<file path="config.mk">
export PLATFORM = sky130hd
export DESIGN_NAME = fft_stage_scheduler
export DESIGN_NICKNAME = d
export VERILOG_FILES = /design/src/rtl/fft_stage_scheduler.sv
export SDC_FILE = /design/constraint.sdc
export NUM_CORES = 1
export LEC_CHECK = 0
export ABC_CLOCK_PERIOD_IN_PS = 6200
export CAP_MARGIN = 20
export CORE_MARGIN = 5
export CORE_UTILIZATION = 25
export DETAILED_ROUTE_END_ITERATION = 8
export DONT_BUFFER_PORTS = 1
export PLACE_DENSITY_LB_ADDON = 0.25
export SLEW_MARGIN = 20
export SYNTH_ARGS = -nofsm -noshare
export SYNTH_HDL_FRONTEND = slang
export SYNTH_SLANG_ARGS = --single-unit
</file>
<file path="constraint.sdc">
create_clock -name clk -period 6.2 [get_ports clk]
set_input_delay 1.24 -clock clk [delete_from_list [all_inputs] [get_ports clk]]
set_output_delay 1.24 -clock clk [all_outputs]
set_load 0.05 [all_outputs]
</file>
<file path="src/rtl/fft_stage_scheduler.sv">
// fft_stage_scheduler
//   Address and strobe sequencer for an in-place radix-2 DIT FFT over N = 2^LOG2N samples
//   held in a dual-port sample RAM. Each stage issues N/2 butterflies, one per cycle. The
//   stage then drains for 1+CU_LATENCY cycles, so its last write-back lands before the next
//   stage reads.
//
// Ports
//   clk                   single clock, rising edge
//   areset_n              asynchronous active-low reset
//   start                 begin a transform; sampled only while idle
//   busy                  high from first issue cycle through last write cycle
//   done                  one-cycle pulse after the final write
//   rd_en                 sample-RAM read strobe (both ports)
//   rd_addr_a, rd_addr_b  butterfly operand addresses
//   tw_addr               twiddle-ROM index, aligned with rd_en
//   wr_en                 sample-RAM write strobe
//   wr_addr_a, wr_addr_b  write-back addresses (read addresses delayed 1+CU_LATENCY cycles)
module fft_stage_scheduler #(
  parameter int unsigned LOG2N      = 4,
  parameter int unsigned CU_LATENCY = 8
) (
  input  logic             clk,
  input  logic             areset_n,
  input  logic             start,
  output logic             busy,
  output logic             done,
  output logic             rd_en,
  output logic [LOG2N-1:0] rd_addr_a,
  output logic [LOG2N-1:0] rd_addr_b,
  output logic [LOG2N-2:0] tw_addr,
  output logic             wr_en,
  output logic [LOG2N-1:0] wr_addr_a,
  output logic [LOG2N-1:0] wr_addr_b
);

  localparam int unsigned KW  = LOG2N - 1;
  localparam int unsigned SW  = (LOG2N > 1) ? $clog2(LOG2N) : 1;
  localparam int unsigned DLY = 1 + CU_LATENCY;
  localparam int unsigned DW  = (DLY > 1) ? $clog2(DLY) : 1;

  localparam logic [KW-1:0] KLast = '1;
  localparam logic [SW-1:0] SLast = SW'(LOG2N - 1);
  localparam logic [DW-1:0] DLast = DW'(DLY - 1);

  localparam logic [1:0] StIdle  = 2'd0;
  localparam logic [1:0] StIssue = 2'd1;
  localparam logic [1:0] StDrain = 2'd2;
  localparam logic [1:0] StDone  = 2'd3;

  logic [1:0]    state_q, state_d;
  logic [SW-1:0] s_q, s_d;
  logic [KW-1:0] k_q, k_d;
  logic [DW-1:0] dcnt_q, dcnt_d;

  // Next-state logic
  always_comb begin
    state_d = state_q;
    s_d     = s_q;
    k_d     = k_q;
    dcnt_d  = dcnt_q;
    unique case (state_q)
      StIdle: begin
        if (start) begin
          state_d = StIssue;
          s_d     = '0;
          k_d     = '0;
        end
      end
      StIssue: begin
        if (k_q == KLast) begin
          state_d = StDrain;
          dcnt_d  = '0;
        end else begin
          k_d = k_q + 1'b1;
        end
      end
      StDrain: begin
        if (dcnt_q == DLast) begin
          if (s_q == SLast) begin
            state_d = StDone;
          end else begin
            state_d = StIssue;
            s_d     = s_q + 1'b1;
            k_d     = '0;
          end
        end else begin
          dcnt_d = dcnt_q + 1'b1;
        end
      end
      StDone: begin
        state_d = StIdle;
      end
      default: begin
        state_d = StIdle;
      end
    endcase
  end

  // Butterfly addressing for the cycle being entered, so the outputs come straight from
  // flops: a = (k with its low s bits kept, upper bits shifted left by one), b = a + 2^s.
  logic             issue_d;
  logic [LOG2N-1:0] kx, h, mask, addr_a_d, addr_b_d;
  logic [KW-1:0]    j;
  logic [SW-1:0]    tsh;
  logic [KW-1:0]    tw_d;

  always_comb begin
    issue_d  = (state_d == StIssue);
    kx       = {1'b0, k_d};
    h        = LOG2N'(1) << s_d;
    mask     = h - 1'b1;
    addr_a_d = ((kx & ~mask) << 1) | (kx & mask);
    addr_b_d = addr_a_d + h;
    j        = k_d & mask[KW-1:0];
    tsh      = SW'(KW) - s_d;
    tw_d     = j << tsh;
  end

  always_ff @(posedge clk or negedge areset_n) begin
    if (!areset_n) begin
      state_q   <= StIdle;
      s_q       <= '0;
      k_q       <= '0;
      dcnt_q    <= '0;
      busy      <= 1'b0;
      done      <= 1'b0;
      rd_en     <= 1'b0;
      rd_addr_a <= '0;
      rd_addr_b <= '0;
      tw_addr   <= '0;
    end else begin
      state_q   <= state_d;
      s_q       <= s_d;
      k_q       <= k_d;
      dcnt_q    <= dcnt_d;
      busy      <= (state_d == StIssue) || (state_d == StDrain);
      done      <= (state_d == StDone);
      rd_en     <= issue_d;
      rd_addr_a <= issue_d ? addr_a_d : '0;
      rd_addr_b <= issue_d ? addr_b_d : '0;
      tw_addr   <= issue_d ? tw_d : '0;
    end
  end

  // Write-back delay line: 1 cycle RAM/ROM read plus CU_LATENCY compute. Addresses are
  // already zero whenever rd_en is low, so the write side inherits that property.
  logic [DLY-1:0]   dl_en_q;
  logic [LOG2N-1:0] dl_a_q [DLY];
  logic [LOG2N-1:0] dl_b_q [DLY];

  always_ff @(posedge clk or negedge areset_n) begin
    if (!areset_n) begin
      dl_en_q <= '0;
      for (int i = 0; i < DLY; i++) begin
        dl_a_q[i] <= '0;
        dl_b_q[i] <= '0;
      end
    end else begin
      dl_en_q[0] <= rd_en;
      dl_a_q[0]  <= rd_addr_a;
      dl_b_q[0]  <= rd_addr_b;
      for (int i = 1; i < DLY; i++) begin
        dl_en_q[i] <= dl_en_q[i-1];
        dl_a_q[i]  <= dl_a_q[i-1];
        dl_b_q[i]  <= dl_b_q[i-1];
      end
    end
  end

  assign wr_en     = dl_en_q[DLY-1];
  assign wr_addr_a = dl_a_q[DLY-1];
  assign wr_addr_b = dl_b_q[DLY-1];

endmodule

</file>
==> out/qor.csv <==
stage;metric;value;unit
run_status;outcome;finished, final reports clean;
clocking;CTS sink count;106;
worst_setup_path;most used cell, CP;a21oi_1;
power_and_ir_drop;Overall Power;2160;µW
routing;drt initial violations;83;
yosys;Post-synth ARST share;100;%
yosys;mux contribution to synthesized area;0.626;%
final_layout;Layout area overhead;13.7;%
clocking;CTS tree;yes;
worst_setup_path;FF-to-FF End;rd_addr_b[3];
yosys;list of most frequent post-synthesis cells;106 x dfrtp_1, 10 x nor2_1, 8 x buf_4, 8 x nand2_1;
final_layout;footprint of the multi-input gates;648;µm²
hold_path;beginning of the worst hold path;dl_a_q[19];
timing;Fin. Hold Viols;0;
routing;DRT Pass-1 Iters;4;
clocking;hold_buf cts;0;
routing;DRT Wirelength;4570;µm
grt;gr ovfl total;0;
timing;relative slew slack;65.6;%
final_layout;ANT cells;0;
routing;Via-to-Cell Ratio;3.69;
timing;Worst Skew;0.0104;ns
yosys;Seq/Total Area, Yosys;78.1;%
grt;first-pass GRT wire length;7870;µm
yosys;number of flops mapped to enable cells by yosys;0;
floorplanning;die height;127;µm
worst_setup_path;CP Capture Type;flip-flop;
worst_setup_path;r2r setup slk;3.78;ns
power_and_ir_drop;worst vdd ir;0.159;mV
yosys;#FFs+latches synth;106;
power_and_ir_drop;Cell Pwr Density;560;nW/µm²
worst_setup_path;WP data required;6.47;ns
clocking;cells resized by post-CTS repair;0;
floorplanning;num ports;26;
worst_setup_path;kind of critical path;in2reg;
clocking;Setup Buffers After CTS;0;
worst_setup_path;WP data arrival;2.85;ns
hold_path;Hold Path Class;reg2reg;
yosys;Ys Warns;0;
yosys;Syn Inst Count;204;
clocking;CTS Buf Count;9;
yosys;largest family of logic cells by synthesized area;simple AND/OR/NAND/NOR gates;
routing;DRC;0;
yosys;Synth Area in XOR/XNOR;0.773;%
run;max_cap viols;0;
place;Port Buffer Count;0;
hold_path;hold path cells;0;
timing;Setup violations, final;0;
worst_setup_path;Crit path largest cell delay;0.36;ns
clocking;CTS root buffer;clkbuf_16;
yosys;Netlist cell types;46;
yosys;complex-gate fraction of the synthesized area;7.03;%
timing;worst slew pin tran;0.516;ns
floorplanning;Chip Width;127;µm
worst_setup_path;cells along the critical path;nand2b_1, a21oi_1, nor2_2, nand3_1, nand2_1, ha_1, a21oi_1, or3_1, a21oi_1;
worst_setup_path;Reg2Reg Depth;10;
yosys;Post-Synth Simple-Gate Area;7.36;%
grt;number of global-route vias before repair;1486;
yosys;Synth top area share;78.1;%
power_and_ir_drop;P_leak;0.00173;µW
floorplanning;num rows;42;
yosys;dominant cells by area after synthesis;dfrtp_1 78%, ha_1 2.6%, buf_4 1.8%;
clocking;Worst-path clk slew;0.07;ns
worst_setup_path;startpoint types;input port;
timing;Final Cycle Share;41.6;%
clocking;Clk Latency, worst-skew pair;0.34;ns
grt;largest net degree at the start of global routing;107;
floorplanning;die area;16000;µm²
clocking;H-tree levels;3;
clocking;CTS max path bufs;2;
worst_setup_path;Max FO, Critical Path;6;
timing;unrepaired setup endpoints after global routing;false;
yosys;syn_area_per_cell;16.7;µm²
final_layout;fraction of layout cells with a size suffix above 1;15.2;%
floorplanning;starting density of the core;25.6;%
yosys;top-count cell post-synth;dfrtp_1;
hold_path;sink of the worst hold path;dl_a_q[15];
yosys;Post-Syn Area;3400;µm²
timing;final slew viol count;0;
yosys;ys flop type;dfrtp_1;
routing;DR WL/cell;11.8;µm
grt;antenna violations before repair;0;
routing;Via Count;1428;
worst_setup_path;Worst R2R Start;k_q[0];
final_layout;fill cell count;1331;
yosys;Synth Net Count;215;
yosys;area leader, netlist;dfrtp_1;
timing;f_max;0.388;GHz
routing;Post-DRT Antenna Nets;0;
timing;setup_tns;0;ns
timing;min Tclk post-route;2.58;ns
floorplanning;core area;13300;µm²
grt;GRT Overall Usage;6.37;%
place;Final HPWL DP;2660;µm
yosys;Post-Synth Adder-Cell Area;3.17;%
final_layout;Nets;217;
worst_setup_path;Worst path slowest cell;a21oi_1;
final_layout;register area;2650;µm²
place;gpl congestion;0.767;
worst max-delay path by stage:
stage	depth (start not counted)	end	slack, ns	start
after floorplan	9	rd_addr_b[3]	3.45	start
after global placement	9	rd_addr_b[3]	3.32	start
after detailed placement	9	rd_addr_b[3]	3.29	start
after CTS	9	rd_addr_b[3]	3.65	start
after global routing	9	rd_addr_b[3]	3.46	start
final	9	rd_addr_b[3]	3.62	start
kinds of logic (layout without fill, tap and decap cells):
logic type	count (synthesis)	count (layout)
flip-flops	106	106
AND/OR/NAND/NOR	42	42
AO/OA/AOI/OAI	26	26
buffers and inverters	16	23
adder cells (fa/ha/maj)	8	8
XOR/XNOR	3	3
multiplexers	2	2
other	1	1
state kept, by name, indices dropped and copies added, names as in the netlist, 2 cells and up:
register / flops
dl_b_q: 32
s_q: 2
dcnt_q: 4
state_q: 2
rd_addr_b: 4
wr_addr_a: 4
wr_addr_b: 4
dl_a_q: 32
tw_addr: 3
k_q: 3
dl_en_q: 9
rd_addr_a: 4
layout by cell type, fill, tap and decap left out, types with 2 or more instances in the layout:
master and count:
o21ai_0 2, ha_1 7, clkbuf_16 9, a31oi_1 2, nand2_1 8, nand3_1 3, xor2_1 2, a21oi_4 2
a21oi_1 5, o21ai_4 2, dfrtp_1 106, nor2b_1 2, inv_6 3, nand2b_1 2, and2_1 3, nor2_1 10
inv_1 7, o211ai_2 2, nand3b_1 3
worst max-delay path: cells and delay by family:
kind | cells | cell delay (ns)
AO/OA/AOI/OAI | 3 | 0.58
AND/OR/NAND/NOR | 5 | 0.71
adder cells (fa/ha/maj) | 1 | 0.31
final cells by class:
cell class | count | area share, %
sequential | 106 | 68.7
multi-input combinational | 82 | 16.8
tap | 176 | 5.70
inverter | 7 | 0.680
clock inverter | 7 | 2.36
clock buffer | 9 | 5.83
stage by stage:
stage	hold slack [ns]	setup WS (ns)	instances	util (%)	cell area (µm²)
2_1_floorplan	0.331	3.45	204	-	3400
3_3_place_gp	0.331	3.32	371	26.7	3550
3_5_place_dp	0.335	3.29	371	26.7	3550
4_1_cts	0.344	3.65	387	29.1	3860
5_1_grt	0.344	3.46	387	29.1	3860
6_report	0.338	3.62	387	29.1	3860
layer usage:
metal	global-route usage, %	up-vias	share of wire [%]
met5	0	-	0
met4	3.03	0	2.1
met3	3.74	9	8.1
met2	9.34	33	45
met1	7.47	713	44
li1	-	673	-
power breakdown:
part           internal, µW  leakage [µW]  switching [µW]  total, µW
clock                   324      0.000152             262        586
combinational           134      0.000270             185        319
sequential              956       0.00131             302       1260
Power figures use the tool's default switching activity.
==> RTL change 1: new RTL, same flow settings <==
`rd_addr_a` and `rd_addr_b` no longer have a reset.
--- a/src/rtl/fft_stage_scheduler.sv
+++ b/src/rtl/fft_stage_scheduler.sv
@@ -125,8 +125,6 @@
       busy      <= 1'b0;
       done      <= 1'b0;
       rd_en     <= 1'b0;
-      rd_addr_a <= '0;
-      rd_addr_b <= '0;
       tw_addr   <= '0;
     end else begin
       state_q   <= state_d;
@@ -136,10 +134,13 @@
       busy      <= (state_d == StIssue) || (state_d == StDrain);
       done      <= (state_d == StDone);
       rd_en     <= issue_d;
-      rd_addr_a <= issue_d ? addr_a_d : '0;
-      rd_addr_b <= issue_d ? addr_b_d : '0;
       tw_addr   <= issue_d ? tw_d : '0;
     end
+  end
+
+  always_ff @(posedge clk) begin
+    rd_addr_a <= issue_d ? addr_a_d : '0;
+    rd_addr_b <= issue_d ? addr_b_d : '0;
   end
 
   // Write-back delay line: 1 cycle RAM/ROM read plus CU_LATENCY compute. Addresses are
Check against the original RTL: not equivalent (Yosys sat finds a counterexample within 4 cycles, from zero or initial values and one cycle with areset_n low).
==> RTL change 1 against the unedited design <==
Power shrank 6.5%; synthesized area down 1.7%; die area down 1.5%; sequential cell count unchanged; clock skew down 0.0065 ns; cell area is 2.7% lower; setup slack lost 0.099 ns; routed wire length rose by 0.42%.
==> RTL change 1: results (changes against the unedited design) <==
| Metric | Value |
|---|---|
| Crit path from | `start` |
| Critical R2R Launch | `dcnt_q[0]` |
| Leakage | `1.77 nW (+2.3%)` |
| Final Wtd Congestion | `0.763 (-0.57%)` |
| Layout cells sized above 1 | `12.0% (-3.1 points)` |
| Max Clock Skew | `0.00396 ns (-0.00648 ns)` |
| Largest net degree at the start of global routing | `99 (-7.5%)` |
| Clock Root Buffer | `clkbuf_16` |
| DP HPWL | `2800 µm (+5.2%)` |
| Status | `complete, no violations` |
| Postcts setup bufs | `0 (unchanged)` |
| Max FO, Critical Path | `7 (+1)` |
| Asr flop ratio synth | `92.5% (-7.5 points)` |
| First-pass GRT wire length | `7680 µm (-2.4%)` |
| Comb pwr share | `13.8% (-0.9 points)` |
| R2r setup slk | `3.57 ns (-0.21 ns)` |
| Seq. pwr | `1.21 mW (-4%)` |
| Slew HR | `62.5% (-3.1 points)` |
| Post-place setup slack | `3.21 ns (-0.0781 ns)` |
| Peak supply drop | `148 µV (-7.0%)` |
| R2R depth | `12 (+2)` |
| WP data arrival | `2.95 ns (+0.10 ns)` |
| Hold EP | `dl_b_q[26]` |
| Synth cell types | `45 (-2.2%)` |
| Syn nets | `224 (+4.2%)` |
| Top post-synthesis cells by count | `dfrtp_1 (98), inv_1 (11), nor2_1 (10)` |
| Warnings from Yosys | `0 (unchanged)` |
| Post-synthesis sequential area ratio | `78.2% (+0.12 points)` |
| FILL cells | `1,340 (+0.68%)` |
| Via count | `1,475 (+3.3%)` |
| Largest cells by area after synthesis | `dfrtp_1 (73%), dfxtp_1 (4.8%), ha_1 (2.6%), buf_4 (2.0%), inv_1 (1.2%)` |
| Total CTS buffers | `9 (unchanged)` |
| R2r endpoint | `rd_addr_b[3]` |
| Final #Nets | `223 (+2.8%)` |
| Psw | `0.685 mW (-8.6%)` |
| Drt first-iter violations | `84 (+1.2%)` |
| HP Start | `dl_b_q[30]` |
| Hold Path Depth | `0 (unchanged)` |
| Min Hold Slack | `0.345 ns (+0.00610 ns)` |
| Final min period | `2.68 ns (+0.0989 ns)` |
| Worst-Skew Late Latency | `0.34 ns (about the same)` |
| Wire per inst | `11.7 µm (-0.86%)` |
| Global Route Usage Sum | `6.33% (-0.037 points)` |
| Worst setup EP type | `register` |
RTL change 1: changes by cell type after synthesis, moves of 3 or more:
cell / delta
dfrtp_1: -8
dfxtp_1: +8
inv_1: +4
a21oi_1: +3
o22ai_1: +3
RTL change 1: final cells by class:
cell class	instances	share of cell area (%)
clock buffer	10	6.36
clock inverter	5	1.20
inverter	11	1.10
multi-input combinational	84	16.0
sequential	106	69.5
tap	176	5.86
RTL change 1: cells by family after synthesis:
family | after synthesis | share of synthesized area, %
multiplexers | 1 | 0.337
buffers and inverters | 23 | 3.86
other | 1 | 0.112
XOR/XNOR | 3 | 0.786
flip-flops | 106 | 78.2
adder cells (fa/ha/maj) | 8 | 3.22
AND/OR/NAND/NOR | 45 | 7.23
AO/OA/AOI/OAI | 26 | 6.29
RTL change 1: metal layers:
layer | share of wire (%) | up-vias | global-route usage, %
met5 | 0 | - | 0
met4 | 1.7 | 0 | 3.13
met3 | 5.6 | 8 | 3.18
met2 | 51 | 39 | 9.82
met1 | 42 | 741 | 7.27
li1 | - | 687 | -
RTL change 1: critical path, cell delays in order:
cell	delay [ns]
and2b_1	0.14
a41oi_1	0.06
o22ai_2	0.28
inv_1	0.18
a21oi_1	0.16
a21oi_1	0.06
ha_1	0.32
a21oi_1	0.07
or3_1	0.30
a21oi_1	0.13
RTL change 1: metrics by stage:
| stage | utilization (%) | cells | total power [mW] | instance area [µm²] |
|---|---|---|---|---|
| finish | 28.5 | 392 | 2.02 | 3760 |
| detailed placement | 26.3 | 377 | 1.51 | 3470 |
| global placement | 26.3 | 377 | 1.50 | 3470 |
| CTS | 28.5 | 392 | 2.06 | 3760 |
| floorplan | - | 213 | 1.46 | 3340 |
| global route | 28.5 | 392 | 2.15 | 3760 |
==> RTL change 2: new RTL, same settings <==
Made on the original files. Change the parameter `CU_LATENCY` from 8 to 16.
--- a/src/rtl/fft_stage_scheduler.sv
+++ b/src/rtl/fft_stage_scheduler.sv
@@ -17,7 +17,7 @@
 //   wr_addr_a, wr_addr_b  write-back addresses (read addresses delayed 1+CU_LATENCY cycles)
 module fft_stage_scheduler #(
   parameter int unsigned LOG2N      = 4,
-  parameter int unsigned CU_LATENCY = 8
+  parameter int unsigned CU_LATENCY = 16
 ) (
   input  logic             clk,
   input  logic             areset_n,
Function: same outputs for any inputs over 10 cycles, from zero or initial values and one cycle with areset_n low; that may be too few to reach the edited logic, so the function may still have changed.
==> RTL change 2 against the unedited design <==
First-iteration DRC count grew 67%; sequential cell count grew 73; final cell count rose by 51%; synthesized area grew 55%; cell area is 57% higher; setup slack got worse by 0.16 ns; count of clock-buffer cells in the layout is 9 higher; clock skew decreased by 0.00052 ns; power rose by 1.4%; via count rose by 48%; critical path depth is 1 lower; synthesized cell count increased by 42%; routed wire length increased by 41%.
==> RTL change 2: results (changes against the unedited design) <==
| Metric | Value |
|---|---|
| Status | `complete, no violations` |
| First-pass GRT wire length | `10,900 µm (+38%)` |
| Post-synthesis sequential area ratio | `85.3% (+7.2 points)` |
| GRT met1 Usage | `6.98% (-0.49 points)` |
| Hold EP | `dl_b_q[18]` |
| Largest net degree at the start of global routing | `180 (+68%)` |
| Final #Nets | `306 (+41%)` |
| Syn Area/Cell | `18.1 µm² (+8.8%)` |
| Post-synthesis adder-cell area fraction | `2.05% (-1.1 points)` |
| R2R depth | `9 (-1)` |
| Post-synthesis xor/xnor area fraction | `0.667% (-0.11 points)` |
| Max Clock Skew | `0.00992 ns (-0.000519 ns)` |
| Global Route Usage Sum | `5.75% (-0.62 points)` |
| Min Hold Slack | `0.337 ns (-0.00185 ns)` |
| DP HPWL | `3380 µm (+27%)` |
| Drt first-iter violations | `139 (+67%)` |
| Period utilisation layout | `44.1% (+2.5 points)` |
| Via count | `2,116 (+48%)` |
| Max FO, Critical Path | `5 (-1)` |
| Worst-Skew Late Latency | `0.41 ns (+0.07 ns)` |
| Clk pwr share | `46.5% (+19 points)` |
| Critical Path End | `rd_addr_b[2]` |
| R2r setup slk | `3.50 ns (-0.28 ns)` |
| Multiplexer area fraction after synthesis | `0.405% (-0.22 points)` |
| Peak supply drop | `191 µV (+20%)` |
| Psw | `0.456 mW (-39%)` |
| Comb pwr share | `0.1% (-15 points)` |
| Top post-synthesis cells by count | `dfrtp_1 (179), nand2_1 (12), inv_1 (9)` |
| Biggest regs | `dl_a_q (64), dl_b_q (64), dl_en_q (17)` |
| Vias in the first global route | `2,173 (+46%)` |
| Slew @ Worst Pin | `0.674 ns (+0.158 ns)` |
| Drt via density | `3.63 (-1.6%)` |
| Met2 Resource Use GR | `7.60% (-1.7 points)` |
| DP Area | `0.00550 mm² (+55%)` |
| Final Wtd Congestion | `0.746 (-2.7%)` |
| Leakage | `3.04 nW (+75%)` |
| WP data arrival | `3.04 ns (+0.19 ns)` |
| Largest cells by area after synthesis | `dfrtp_1 (85%), ha_1 (1.7%), buf_4 (1.1%), nand2_1 (0.86%), xor2_1 (0.67%)` |
| Total CTS buffers | `17 (+8)` |
==> RTL change 2: cell types whose count changed in the layout (fill, tap and decap cells not counted), sizes merged, moves of 3 or more <==
cell	unedited run	this run
nand3b	3	0
nor2	11	7
o211ai	3	0
o21ai	5	8
dfrtp	106	179
nand2	8	13
inv	11	18
a21boi	1	4
clkbuf	9	18
==> RTL change 2: critical path, cell delays in order <==
cell and delay, ns:
or3b_4 0.40, a22oi_1 0.26, inv_1 0.15, nand2_1 0.09, o21ai_0 0.15, fa_1 0.44
xor2_1 0.17, and2_1 0.15
==> RTL change 2: metal layers <==
layer	vias to the layer above	part of all wire, %
met4	0	1.5
met5	-	0
met1	1100	45
li1	949	-
met3	8	10
met2	59	44
==> RTL change 2: final cells by class <==
| class | instances | area [µm²] |
|---|---|---|
| Clock buffer | 18 | 429 |
| Clock inverter | 14 | 141 |
| Fill cell | 2056 | 14800 |
| Inverter | 10 | 37.5 |
| Multi-Input combinational cell | 87 | 637 |
| Sequential cell | 179 | 4480 |
| Tap cell | 275 | 344 |
